[config.mk]
export PLATFORM = sky130hd
export DESIGN_NAME = fifo_wr_arbiter
export DESIGN_NICKNAME = d
export VERILOG_FILES = /design/src/rtl/fifo_wr_arbiter.sv
export SDC_FILE = /design/constraint.sdc
export NUM_CORES = 1
export LEC_CHECK = 0
export CORE_MARGIN = 1.5
export CORE_UTILIZATION = 34
export DETAILED_ROUTE_END_ITERATION = 8
export PLACE_DENSITY_LB_ADDON = 0.08
export SLEW_MARGIN = 20
export SYNTH_ARGS = -nofsm -noshare
export SYNTH_HDL_FRONTEND = slang
export SYNTH_SLANG_ARGS = --single-unit
[constraint.sdc]
create_clock -name clk -period 1.9 [get_ports clk]
set_input_delay 0.19 -clock clk [delete_from_list [all_inputs] [get_ports clk]]
set_output_delay 0.19 -clock clk [all_outputs]
set_load 0.03 [all_outputs]
[src/rtl/fifo_wr_arbiter.sv]
// Round-robin write-port arbiter: grants one producer at a time for a bounded
// burst and gates every FIFO write on the full flag.
module fifo_wr_arbiter #(
  parameter int NUM_REQ   = 4,
  parameter int DATA_W    = 8,
  parameter int MAX_BURST = 4
) (
  input  logic                        clk,
  input  logic                        reset_n,
  input  logic [NUM_REQ-1:0]          req,
  input  logic [NUM_REQ*DATA_W-1:0]   req_data,
  output logic [NUM_REQ-1:0]          gnt,
  input  logic                        fifo_full,
  output logic                        fifo_wr,
  output logic [DATA_W-1:0]           fifo_data_in,
  output logic                        busy,
  output logic [$clog2(NUM_REQ)-1:0]  active_id
);

  localparam int ID_W  = $clog2(NUM_REQ);
  localparam int CNT_W = $clog2(MAX_BURST) + 1;

  typedef enum logic {IDLE, BURST} state_t;

  state_t            state_q, state_d;
  logic [ID_W-1:0]   owner_q, owner_d;
  logic [ID_W-1:0]   last_owner_q, last_owner_d;
  logic [CNT_W-1:0]  beat_cnt_q, beat_cnt_d;

  logic              accept;
  logic              pick_found;
  logic [ID_W-1:0]   pick_id;
  int unsigned       idx;

  always_ff @(posedge clk) begin
    if (!reset_n) begin
      state_q      <= IDLE;
      owner_q      <= '0;
      last_owner_q <= ID_W'(NUM_REQ - 1);
      beat_cnt_q   <= '0;
    end else begin
      state_q      <= state_d;
      owner_q      <= owner_d;
      last_owner_q <= last_owner_d;
      beat_cnt_q   <= beat_cnt_d;
    end
  end

  // Scan from last_owner+1 with wrap; the first hit wins, later hits are ignored.
  always_comb begin
    pick_found = 1'b0;
    pick_id    = '0;
    idx        = 0;
    for (int unsigned off = 1; off <= NUM_REQ; off++) begin
      idx = (32'(last_owner_q) + off) % NUM_REQ;
      if (!pick_found && req[idx]) begin
        pick_found = 1'b1;
        pick_id    = ID_W'(idx);
      end
    end
  end

  always_comb begin
    state_d      = state_q;
    owner_d      = owner_q;
    last_owner_d = last_owner_q;
    beat_cnt_d   = beat_cnt_q;
    case (state_q)
      IDLE: begin
        if (pick_found) begin
          owner_d      = pick_id;
          last_owner_d = pick_id;
          beat_cnt_d   = '0;
          state_d      = BURST;
        end
      end
      BURST: begin
        if (accept) beat_cnt_d = beat_cnt_q + 1'b1;
        if ((accept && beat_cnt_q == CNT_W'(MAX_BURST - 1)) || !req[owner_q])
          state_d = IDLE;
      end
      default: state_d = IDLE;
    endcase
  end

  always_comb begin
    gnt          = '0;
    accept       = 1'b0;
    fifo_wr      = 1'b0;
    fifo_data_in = '0;
    if (state_q == BURST) begin
      gnt[owner_q] = ~fifo_full;
      accept       = req[owner_q] & ~fifo_full;
      fifo_wr      = accept;
      if (accept) fifo_data_in = req_data[owner_q*DATA_W +: DATA_W];
    end
    busy      = (state_q == BURST);
    active_id = owner_q;
  end

endmodule
* Word level (Yosys, flattened, before mapping) *
Cells that the tools add are included.

word-level totals
  word-level logic and storage cells = 65
  memories kept = 0
  input port bits = 39
  ROM bits = 0
  bits in registers = 8
  memory bits (writable) = 0
  output and inout port bits = 16
  latch bits = 0

operators by class
  $lt $le $gt $ge = 6
  eq/ne operators = 3
  divide/modulo/power cells = 0
  add/sub/neg operators = 5
  muxes and demuxes = 30
  multipliers = 0
  shifts and indexed selects = 1
  bitwise logic cells = 4
  reduce and logical (&&, ||, !) cells = 12

operators by type and width
  kind                 count
  $shiftx 32x6->8      1
  $mux 8               2
  $lt 2x3->1 const B   5
  $mux 1               13
  $bmux 1 s2           5
  $mux 2               4
  $mux 3               2
  $pmux 3 s2           1
  $logic_and 1x1->1    5
  $add 2x1->2 const B  2
  $add 2x2->2 const B  2
  $and 4x4->4          1
  $logic_not 1->1      4
  $mux 4               1
  $reduce_and 2->1     2
  $add 3x1->3 const B  1
  $eq 3x2->1 const B   1
  $demux 1 s2          1
  $ge 2x1->1 const B   1
  $ne 2x1->1 const B   1
  $ne 2x2->1 const B   1
  $not 1->1            2
  $pmux 1 s2           1
  $and 1x1->1          1
  $logic_or 1x1->1     1

* Logic depth before layout (Yosys ltp) *
  depth in word-level cells = 15
  depth in mapped cells = 5

* Least setup slack after synthesis *
OpenSTA, ideal clock, no wires.

  kind = register to output
  from = register state_q, in the netlist busy
  to = output gnt[0]
  path buffers = 1
  path slack = -0.161 ns
  stages on the path, launching flop included = 4
  arrival time = 1.871 ns
  data required time = 1.710 ns
  path through = dfxtp_1 nor2b_1 clkbuf_1 nor3b_1

on the way
  word-level cells in the longest chain between the ends = 1

RTL lines
  what                      line  text
  start: declaration        25    state_t state_q, state_d;
  start signal: assignment  42    state_q <= state_d;
  $mux 4                    91    if (state_q == BURST) begin
  end: declaration          12    output logic [NUM_REQ-1:0] gnt,

No other way between the ends.

* Worst setup path after layout *
  from = register owner_q[0], in the netlist active_id[0]
  to = output fifo_data_in[3]

on the way
  word-level cells in the longest chain between the ends = 5

RTL lines
  what                                                     line  text
  start: declaration                                       26    logic [ID_W-1:0] owner_q, owner_d;
  start signal: assignment                                 43    owner_q <= owner_d;
  branches (longest 3 deep; another with $shiftx 32x6->8)  n/a
  $mux 8 *                                                 95    if (accept) fifo_data_in = req_data[owner_q*DATA_W +: DATA_W];
  $mux 8 *                                                 91
  end: declaration                                         15    output logic [DATA_W-1:0] fifo_data_in,

Mark *: on every way between the ends. The select of a mux whose other input is x is not followed.

==> key figures <==
Global routing
  – Initial antenna violation count: 0
  – Largest net degree at the start of global routing: 14
  – First-pass GRT wire length: 3920 µm
  – Total gr overflow: 0
  – Vias in the first global route: ~860
  – Global Route Usage Sum: 0.196

Worst hold path
  – Worst Hold Class: flop to flop
  – Hold Crit Start: beat_cnt_q[1]
  – Hold depth: 2
  – Worst Hold Endpoint: beat_cnt_q[1]

STA
  – Crit path time final: between 1.5 and 2 ns
  – RSZ-0062 raised after global routing: false
  – Final setup viols: 0
  – WHS: around 0.5 ns
  – FMAX: 0.545 GHz
  – Final Hold Fails: 0
  – Slew margin rel.: 0.754
  – Worst slew pin tran: between 0.3 and 0.4 ns
  – Crit share post-route: 0.966
  – Max-slew violation count: 0
  – Clock skew: between 0.0003 and 0.0004 ns

Layout
  – Util after Layout: 0.682
  – Filler cells: 185
  – Ant. Diodes: 0
  – Final #Nets: approximately 200
  – Final non-filler cell total: around 180
  – Layout cell share with drive strength beyond 1: 0.310
  – Area growth syn-to-layout: 91.2%

Worst setup path
  – CP Buf/Inv Count: 2
  – CP endpoint kind: output port
  – Crit path cell chain: buf_6 -> mux4_2 -> and3_4 -> buf_4
  – Flop2flop setup slack: 0.32 ns
  – Critical path class: flop to output port
  – Worst R2R Start: active_id[0]
  – Worst path max stage delay: 0.58 ns
  – Worst setup SP type: flop
  – Slowest-stage cell, CP: mux4_2
  – Worst path required time: between 1.5 and 2 ns
  – Crit-path leading delay family: multiplexers
  – Critical Path Fanout Max: 5
  – Reg2Reg Depth: 6
  – Critical register-to-register path endpoint: beat_cnt_q[2]
  – Arrival time worst endpoint: 1.65 ns

Floorplanning
  – Ports: 55
  – Die X-Extent: 51.0 µm
  – Core footprint: approximately 2200 µm²
  – Die area: 2600 µm²
  – Starting Density: 0.357
  – DIE HEIGHT: 51.0 µm
  – Row count: 17

Place
  – Gpl congestion: approximately 0.81
  – Port Buf Inserts: between 50 and 60
  – Post-placement cell count: around 180
  – HPWL Detailed: 1850 µm

Logic synthesis
  – Syn avg cell area: about 9 µm²
  – Synth Register Bits: 8
  – Post-Synthesis Cell Area: 782 µm²
  – Cell count after synthesis: 86
  – Syn Nets: around 130
  – Sequential fraction of the synthesis area: 0.205
  – Synth unique cells: 29
  – YS warnings: 0

Power and ir drop
  – Lkg Pwr: between 0.0006 and 0.0007 µW
  – Worst vdd ir: approximately 0.49 mV
  – Power per standard cell area: between 400 and 500 nW/µm²

Detailed routing
  – Via count: approximately 960
  – Post-Route WL: 2510 µm
  – Routed len/inst: 13.7 µm
  – Vias per cell: 5.22
  – Drt first pass iters: 4
  – Detailed Route Iter0 Violations: 4
  – DRC Markers: 0
  – Detail Route Antenna Nets: 0

Run
  – Max-cap violations: 0

CTS
  – CTS tree: yes
  – Root Driver: clkbuf_4
  – Max H-tree Level: 1
  – CTS Buf Count: 3
  – Max clock buf depth: 2
  – Skew-Pair Late Insertion Delay: 0.25 ns
  – Clock transition at the registers of the reported paths: around 0.050 ns
  – Clk sink count: 8

Status
  – Status: finished, final reports clean
[worst max-delay path by stage]
stage               cells past startpoint    startpoint  slack [ns]              end
floorplan                               4  active_id[0]        0.02  fifo_data_in[0]
global placement                        4        req[3]       -0.27  fifo_data_in[4]
detailed placement                      4        req[2]       -0.32  fifo_data_in[0]
CTS                                     4  active_id[0]        0.04  fifo_data_in[0]
global route                            4  active_id[0]        0.01  fifo_data_in[1]
finish                                  4  active_id[0]        0.06  fifo_data_in[3]
[stage by stage]
step / setup slack [ns] / instance area, µm² / power, µW / TNS, ns
after CTS: 0.0440 / 1460 / 712 / 0
after global routing: 0.0114 / 1500 / 756 / 0
after global placement: -0.274 / 1440 / 558 / -2.38
after detailed placement: -0.316 / 1440 / 565 / -2.60
final: 0.0644 / 1500 / 716 / 0
after floorplan: 0.0207 / 787 / 384 / 0
[logic make-up after synthesis]
logic type,synth area share
multiplexers,0.274
buffers and inverters,0.0560
AO/OA/AOI/OAI,0.109
adder cells (fa/ha/maj),0.0320
AND/OR/NAND/NOR,0.325
flip-flops,0.205
[cells in the final DEF (no fill, tap or decap), drive strengths merged, types with 2 or more instances in the layout]
cell,Yosys,layout
buf,3,30
inv,3,3
nand2,6,6
o21ai,6,6
or2,2,2
dfxtp,8,8
nor3b,2,2
nand2b,6,6
and3,10,10
a21oi,3,3
ha,2,2
mux4,9,10
nand4,2,2
nor2,8,8
nand3,2,2
and3b,2,2
clkdlybuf4s50,0,41
clkbuf,3,3
a21boi,2,2
[layout make-up]
class,count,area [µm²],share of cell area
sequential,8,164,0.110
clock buffer,3,22.5,0.0151
multi-input combinational,70,621,0.415
inverter,3,11.3,0.00753
timing repair buffer,71,642,0.429
tap,28,35.0,0.0234
[Yosys cell counts]
cell type	n	area [µm²]
dfxtp_1	8	160
nand3_1	2	10.0
nor3b_1	2	15.0
a2111oi_0	1	8.76
nand2_4	1	11.3
inv_1	3	11.3
a21boi_0	2	15.0
and3_1	10	62.6
ha_1	2	25.0
buf_2	2	10.0
o311ai_1	1	8.76
o21ai_0	6	30.0
nor2_1	8	30.0
and3b_1	2	17.5
or2_2	1	6.26
or3b_2	1	8.76
mux4_2	6	135
nand2b_1	6	37.5
nor4_1	1	6.26
o21a_1	1	7.51
mux4_1	3	78.8
nand4_1	2	12.5
buf_6	1	11.3
nor3_1	1	5.00
a21oi_1	3	15.0
or2_0	1	6.26
clkbuf_1	3	11.3
nand2_1	5	18.8
nor2b_1	1	6.26
[routing by layer]
layer  share of wire  GRT usage  vias to the layer above  wire length (µm)
met1            0.44      0.263                      450              1110
met2            0.46      0.333                       33              1170
met5               0          0                        -                 0
met4          0.0076     0.0405                        0                19
met3           0.088     0.0292                        2               222
li1                -          -                      470                 -
[worst min-delay path, cell delays in order, from the launching register on]
cell,delay [ns]
dfxtp_1,0.31
nand4_1,0.06
o21ai_0,0.07
[flip-flops by register name, indices dropped and copies added (netlist names)]
register / flops
last_owner_q: 2
beat_cnt_q: 3
busy: 1
active_id: 2
[power by group]
group / leakage, µW / switching [µW] / internal (µW)
combinational: 0.000570 / 157 / 229
clock: 0.0000138 / 54.3 / 72.0
sequential: 0.0000665 / 19.9 / 183
total: 0.000650 / 232 / 484
[timing repair]
item | in CTS | in global routing
endpoints found under the setup margin | 9 | 4
gates cloned | 2 | 0
hold buffers | 0 | 0
resized for setup | 48 | 12
pin swaps | 0 | 1
setup buffers | 2 | 0
(Power assumes the default switching activity.)
